**config.mk**
```make
export PLATFORM = sky130hd
export DESIGN_NAME = transaction_ctrl
export DESIGN_NICKNAME = d
export VERILOG_FILES = /design/src/rtl/atm_pkg.sv /design/src/rtl/session_timer.sv /design/src/rtl/transaction_ctrl.sv
export SDC_FILE = /design/constraint.sdc
export NUM_CORES = 1
export LEC_CHECK = 0
export BUFFER_PORTS_ARGS = -buffer_cell sky130_fd_sc_hd__clkbuf_2
export CORE_MARGIN = 2
export CORE_UTILIZATION = 45
export DETAILED_ROUTE_END_ITERATION = 8
export PLACE_DENSITY = 0.69
export SYNTH_ARGS = -nofsm -noshare
export SYNTH_HDL_FRONTEND = slang
export SYNTH_SLANG_ARGS = --single-unit
```
**constraint.sdc**
```tcl
create_clock -name clk -period 6.8 [get_ports clk]
set_input_delay 1.36 -clock clk [delete_from_list [all_inputs] [get_ports clk]]
set_output_delay 1.36 -clock clk [all_outputs]
set_load 0.005 [all_outputs]
```
**src/rtl/atm_pkg.sv**
```systemverilog
// ATM shared definitions: op codes, session FSM states, default widths.
package atm_pkg;

   localparam int BAL_W = 20;

   localparam logic [1:0] OP_INQ  = 2'b00;
   localparam logic [1:0] OP_DEP  = 2'b01;
   localparam logic [1:0] OP_WDR  = 2'b10;
   localparam logic [1:0] OP_EXIT = 2'b11;

   typedef enum logic [2:0] {
      S_IDLE,
      S_PIN_WAIT,
      S_PIN_CHECK,
      S_PIN_RETRY,
      S_MENU,
      S_EXEC,
      S_EJECT
   } state_e;

endpackage

```
**src/rtl/session_timer.sv**
```systemverilog
// Loadable down-counter; expire_o flags the last counting cycle.
module session_timer #(
   parameter int W = 10
) (
   input  logic         clk,
   input  logic         rst,
   input  logic         clr_i,
   input  logic         load_i,
   input  logic         en_i,
   input  logic [W-1:0] load_val_i,
   output logic         expire_o
);

   logic [W-1:0] cnt_q, cnt_d;

   always_comb begin
      cnt_d = cnt_q;
      if (clr_i) begin
         cnt_d = '0;
      end else if (load_i) begin
         cnt_d = load_val_i;
      end else if (en_i && (cnt_q != '0)) begin
         cnt_d = cnt_q - W'(1);
      end
   end

   always_ff @(posedge clk or negedge rst) begin
      if (!rst) begin
         cnt_q <= '0;
      end else begin
         cnt_q <= cnt_d;
      end
   end

   assign expire_o = en_i && (cnt_q == W'(1));

endmodule

```
**src/rtl/transaction_ctrl.sv**
```systemverilog
// ATM session controller: PIN retry, menu and balance ops.
// WITHDRAW_LIMIT_EN adds a per-session withdraw cap (session_limit).
module transaction_ctrl
   import atm_pkg::*;
#(
   parameter int balance_width  = BAL_W,
   parameter int max_tries      = 3,
   parameter int timeout_cycles = 1000,
   parameter int tmr_width      = 10
`ifdef WITHDRAW_LIMIT_EN
   ,
   parameter int session_limit  = 5000
`endif
) (
   input  logic                     clk,
   input  logic                     rst,
   input  logic                     card_in,
   input  logic                     pin_valid,
   input  logic                     wrong_psw,
   input  logic [balance_width-1:0] balance,
   input  logic                     op_valid,
   input  logic [1:0]               op_code,
   input  logic [balance_width-1:0] amount,
   output logic                     op_ready,
   output logic                     op_done,
   output logic                     op_err,
   output logic [balance_width-1:0] updated_balance,
   output logic                     card_out,
   output logic                     locked
);

   localparam int TRW = $clog2(max_tries + 1);
   localparam logic [TRW-1:0] TRIES_MAX = TRW'(max_tries);
   localparam logic [tmr_width-1:0] TMR_LOAD = tmr_width'(timeout_cycles);

   state_e                   state_q, state_d;
   logic [TRW-1:0]           tries_q, tries_d, tries_inc;
   logic [balance_width-1:0] bal_q, bal_d;
   logic [balance_width-1:0] amt_q, amt_d;
   logic [1:0]               op_q, op_d;
   logic                     card_q;
   logic                     done_q, done_d;
   logic                     err_q, err_d;
   logic                     lock_q, lock_d;
   logic [balance_width:0]   dep_sum;
   logic                     card_rise, in_session;
   logic                     tmr_en, tmr_load, tmr_exp, timeout;
   logic                     wdr_ok;

`ifdef WITHDRAW_LIMIT_EN
   localparam logic [balance_width:0] LIMIT =
      (balance_width + 1)'(session_limit);
   logic [balance_width-1:0] acc_q, acc_d;
   logic [balance_width:0]   acc_sum;

   assign acc_sum = {1'b0, acc_q} + {1'b0, amt_q};
   assign wdr_ok  = (amt_q <= bal_q) && (acc_sum <= LIMIT);
`else
   assign wdr_ok  = (amt_q <= bal_q);
`endif

   assign card_rise  = card_in & ~card_q;
   assign in_session = (state_q != S_IDLE) && (state_q != S_EJECT);
   assign tries_inc  = tries_q + TRW'(1);
   assign dep_sum    = {1'b0, bal_q} + {1'b0, amt_q};
   assign tmr_en     = (state_q == S_MENU) || (state_q == S_PIN_RETRY);
   assign tmr_load   = (state_d != state_q) || op_valid || pin_valid;
   // A strobe on the expiry cycle keeps the session alive.
   assign timeout    = tmr_exp && !op_valid && !pin_valid;

   session_timer #(
      .W(tmr_width)
   ) u_timer (
      .clk       (clk),
      .rst       (rst),
      .clr_i     (state_q == S_IDLE),
      .load_i    (tmr_load),
      .en_i      (tmr_en),
      .load_val_i(TMR_LOAD),
      .expire_o  (tmr_exp)
   );

   always_comb begin
      state_d = state_q;
      tries_d = tries_q;
      bal_d   = bal_q;
      amt_d   = amt_q;
      op_d    = op_q;
      done_d  = 1'b0;
      err_d   = 1'b0;
      lock_d  = 1'b0;
`ifdef WITHDRAW_LIMIT_EN
      acc_d   = acc_q;
`endif
      unique case (state_q)
         S_IDLE: begin
            if (card_rise) state_d = S_PIN_WAIT;
         end
         S_PIN_WAIT: begin
            state_d = S_PIN_CHECK;
         end
         S_PIN_CHECK: begin
            if (!wrong_psw) begin
               bal_d   = balance;
               tries_d = '0;
               state_d = S_MENU;
            end else begin
               tries_d = tries_inc;
               if (tries_inc == TRIES_MAX) begin
                  lock_d  = 1'b1;
                  state_d = S_EJECT;
               end else begin
                  state_d = S_PIN_RETRY;
               end
            end
         end
         S_PIN_RETRY: begin
            if (pin_valid)    state_d = S_PIN_WAIT;
            else if (timeout) state_d = S_EJECT;
         end
         S_MENU: begin
            if (op_valid) begin
               op_d    = op_code;
               amt_d   = amount;
               state_d = S_EXEC;
            end else if (timeout) begin
               state_d = S_EJECT;
            end
         end
         S_EXEC: begin
            state_d = S_MENU;
            unique case (op_q)
               OP_INQ: done_d = 1'b1;
               OP_DEP: begin
                  if (dep_sum[balance_width]) begin
                     err_d = 1'b1;
                  end else begin
                     bal_d  = dep_sum[balance_width-1:0];
                     done_d = 1'b1;
                  end
               end
               OP_WDR: begin
                  if (!wdr_ok) begin
                     err_d = 1'b1;
                  end else begin
                     bal_d  = bal_q - amt_q;
                     done_d = 1'b1;
`ifdef WITHDRAW_LIMIT_EN
                     acc_d  = acc_q + amt_q;
`endif
                  end
               end
               default: state_d = S_EJECT;
            endcase
         end
         S_EJECT: begin
            if (!card_in) state_d = S_IDLE;
         end
         default: state_d = S_IDLE;
      endcase

      // Pulling the card aborts whatever the session was doing.
      if (in_session && !card_in) begin
         state_d = S_EJECT;
         tries_d = tries_q;
         bal_d   = bal_q;
         done_d  = 1'b0;
         err_d   = 1'b0;
         lock_d  = 1'b0;
`ifdef WITHDRAW_LIMIT_EN
         acc_d   = acc_q;
`endif
      end

      if (state_d == S_IDLE) begin
         tries_d = '0;
         bal_d   = '0;
`ifdef WITHDRAW_LIMIT_EN
         acc_d   = '0;
`endif
      end
   end

   always_ff @(posedge clk or negedge rst) begin
      if (!rst) begin
         state_q <= S_IDLE;
         tries_q <= '0;
         bal_q   <= '0;
         amt_q   <= '0;
         op_q    <= OP_INQ;
         card_q  <= 1'b0;
         done_q  <= 1'b0;
         err_q   <= 1'b0;
         lock_q  <= 1'b0;
      end else begin
         state_q <= state_d;
         tries_q <= tries_d;
         bal_q   <= bal_d;
         amt_q   <= amt_d;
         op_q    <= op_d;
         card_q  <= card_in;
         done_q  <= done_d;
         err_q   <= err_d;
         lock_q  <= lock_d;
      end
   end

`ifdef WITHDRAW_LIMIT_EN
   always_ff @(posedge clk or negedge rst) begin
      if (!rst) begin
         acc_q <= '0;
      end else begin
         acc_q <= acc_d;
      end
   end
`endif

   assign op_ready        = (state_q == S_MENU);
   assign card_out        = (state_q == S_EJECT);
   assign updated_balance = bal_q;
   assign op_done         = done_q;
   assign op_err          = err_q;
   assign locked          = lock_q;

endmodule

```
==> run summary <==
CTS Root Cell - clkbuf_16
Synth Area in Simple Gates - 22.1%
complex-gate fraction of the synthesized area - 26.3%
Die Y - 115 um
WL per Instance - 18.2 um
ANT nets after route - 0
adder-cell area share of the yosys netlist - 11.8%
number of synthesized flops with an enable pin - 0
kind of start point of the critical path - input pin
Ys Warns - 0
clock tree buffer depth - 2
htree depth - 3
power per cell area - 561 nW/um^2
worst rel slew slack - 31.8%
via count - 5304
clock skew - 0.00820 ns
antenna violations before repair - 0
CP Class - in2reg
met1 Use GR - 34.6%
final setup fails - 0
Post-Syn Area - 5550 um^2
PortBufs - 72
arrival time at the worst endpoint - 4.49 ns
Register Area - 1530 um^2
Via-to-Cell Ratio - 6.03
GRT Util Overall - 25.0%
Residual DRC - 0
commonest non-fill, non-tap cell in the layout - clkbuf_2
layout cells sized above 1 - 15.6%
post-cts resize count - 0
Net count, final - 826
area leader, netlist - dfrtp_1
GR Util met3 - 4.01%
Avg Cell Area, Syn - 8.21 um^2
Gate Count Post-Synth - 676
worst hold slack - 0.490 ns
Place WS - 2.18 ns
top achievable clock speed - 0.234 GHz
R2R setup slack - 2.79 ns
Worst Setup End Kind - flop
Syn-to-layout area delta - 13.3%
most frequent cells in the layout - clkbuf_2, nand2_1, dfrtp_1
endpoints failing hold - 0
Max-cap violations - 0
setup TNS - 0 ns
first-pass GRT wire length - 26000 um
Clock transition at path regs - 0.05 ns
diode count - 0
top-area cell type share of the netlist area - 27.5%
I/O pins - 73
initial core utilization - 46.2%
post-synthesis xor/xnor area fraction - 2.05%
CTS buffer count - 9
ys flop type - dfrtp_1
VDD IR max - 0.284 mV
Net Count, Synth - 775
final design utilization - 52.3%
Clk Latency, worst-skew pair - 0.34 ns
placed instance area - 5970 um^2
Seq/Total Area, Yosys - 27.5%
Yosys reg bits - 61
Min-Delay Path Class - reg2reg
gr busiest metal - met2
RSZ-0062 raised after global routing - no
Filler Cells Inserted - 1190
GRT overflow - 0
largest family of logic cells by synthesized area - compound AO/OA/AOI/OAI gates
full die area - 13200 um^2
DR pass1 iterations - 4
core area - 12000 um^2
setup bufs post-CTS - 0
Worst Tran Pin Value - 1.02 ns
die width - 115 um
M2 GR Usage - 40.5%
fin area - 6290 um^2
Synth area leaders - dfrtp_1, ha_1, o21ai_0
Post-synth ARST share - 100%
CTS Sinks - 61
pin count of the biggest net entering global routing - 62
Iter 0 DRT Violations - 309
GPL Wtd Cong - 0.910
row count - 40
CTS tree - done
Pleak - 0.00285 uW
vias in the first global route - 5049
outcome - finished, final reports clean
# hold bufs at CTS - 0
max-slew violations - 0
mux share of post-synthesis cell area - 4.04%
fin worst setup slack - 2.53 ns
Post-Route WL - 16000 um
Critical Path Fanout Max - 19
Post-DP HPWL - 11800 um
post-synth cell types - 77
worst endpoint required time - 7.01 ns
multi-input logic area - 3680 um^2
Final min period - 4.27 ns
final worst-path cycle share - 62.9%
==> cells in the mapped netlist (9+ instances only) <==
cell type / count
o21ai_0: 52
ha_1: 49
o31ai_1: 16
nor3_1: 18
xnor2_1: 9
a211oi_1: 9
nor2b_1: 13
nand3_1: 13
a31oi_1: 10
nor4_1: 10
clkbuf_1: 27
nor2_1: 46
a21oi_1: 39
dfrtp_1: 61
nand2_1: 68
and3_1: 11
nand2b_1: 13
inv_1: 51
==> worst max-delay path: stages <==
cell and delay (ns):
clkbuf_2 0.18, mux2_1 0.34, a22oi_2 0.23, o311ai_4 0.16, nor3_4 0.75, a2111o_1 0.34, a22oi_4 0.10, nor3_4 0.63
mux2_1 0.39
==> routing by layer <==
metal | share of wire, % | up-vias
met2 | 47 | 177
li1 | - | 2554
met5 | 0 | -
met1 | 45 | 2551
met3 | 6.0 | 22
met4 | 1.8 | 0
==> sequential cells by signal, summed over array words and instances, names as in the netlist <==
signal           count
amt_q               20
card_q               1
locked               1
op_done              1
op_err               1
op_q                 2
state_q              3
tries_q              2
u_timer.cnt_q       10
updated_balance     20
==> final cells by class <==
class	instances	share of cell area, %
multi-input combinational	527	58.5
clock buffer	13	4.30
sequential	61	24.3
clock inverter	3	0.677
tap	147	2.93
inverter	52	3.11
timing repair buffer	76	6.21
==> cells by family after synthesis <==
kind of cell | Yosys count
flip-flops | 61
AO/OA/AOI/OAI | 211
XOR/XNOR | 13
multiplexers | 19
buffers and inverters | 88
AND/OR/NAND/NOR | 233
adder cells (fa/ha/maj) | 51
==> worst paths after layout <==
path,cells after the start,to,from
setup / recovery,9,updated_balance[15],card_in
hold / removal,1,tries_q[0],tries_q[0]
setup reg to reg,10,updated_balance[15],updated_balance[0]
hold reg to reg,1,tries_q[0],tries_q[0]
max in group asynchronous,2,state_q[0],rst
min in group asynchronous,2,amt_q[5],rst
==> metrics by stage <==
step	instances	total power, uW
after floorplan	676	2430
after global placement	863	2940
after detailed placement	863	3000
after CTS	879	3500
after global routing	879	3820
final	879	3530
==> power breakdown <==
group / switching (uW) / internal, uW
combinational: 1410 / 920
sequential: 192 / 514
clock: 175 / 313
total: 1780 / 1750
Note: power is estimated with default switching activity, not from simulation.
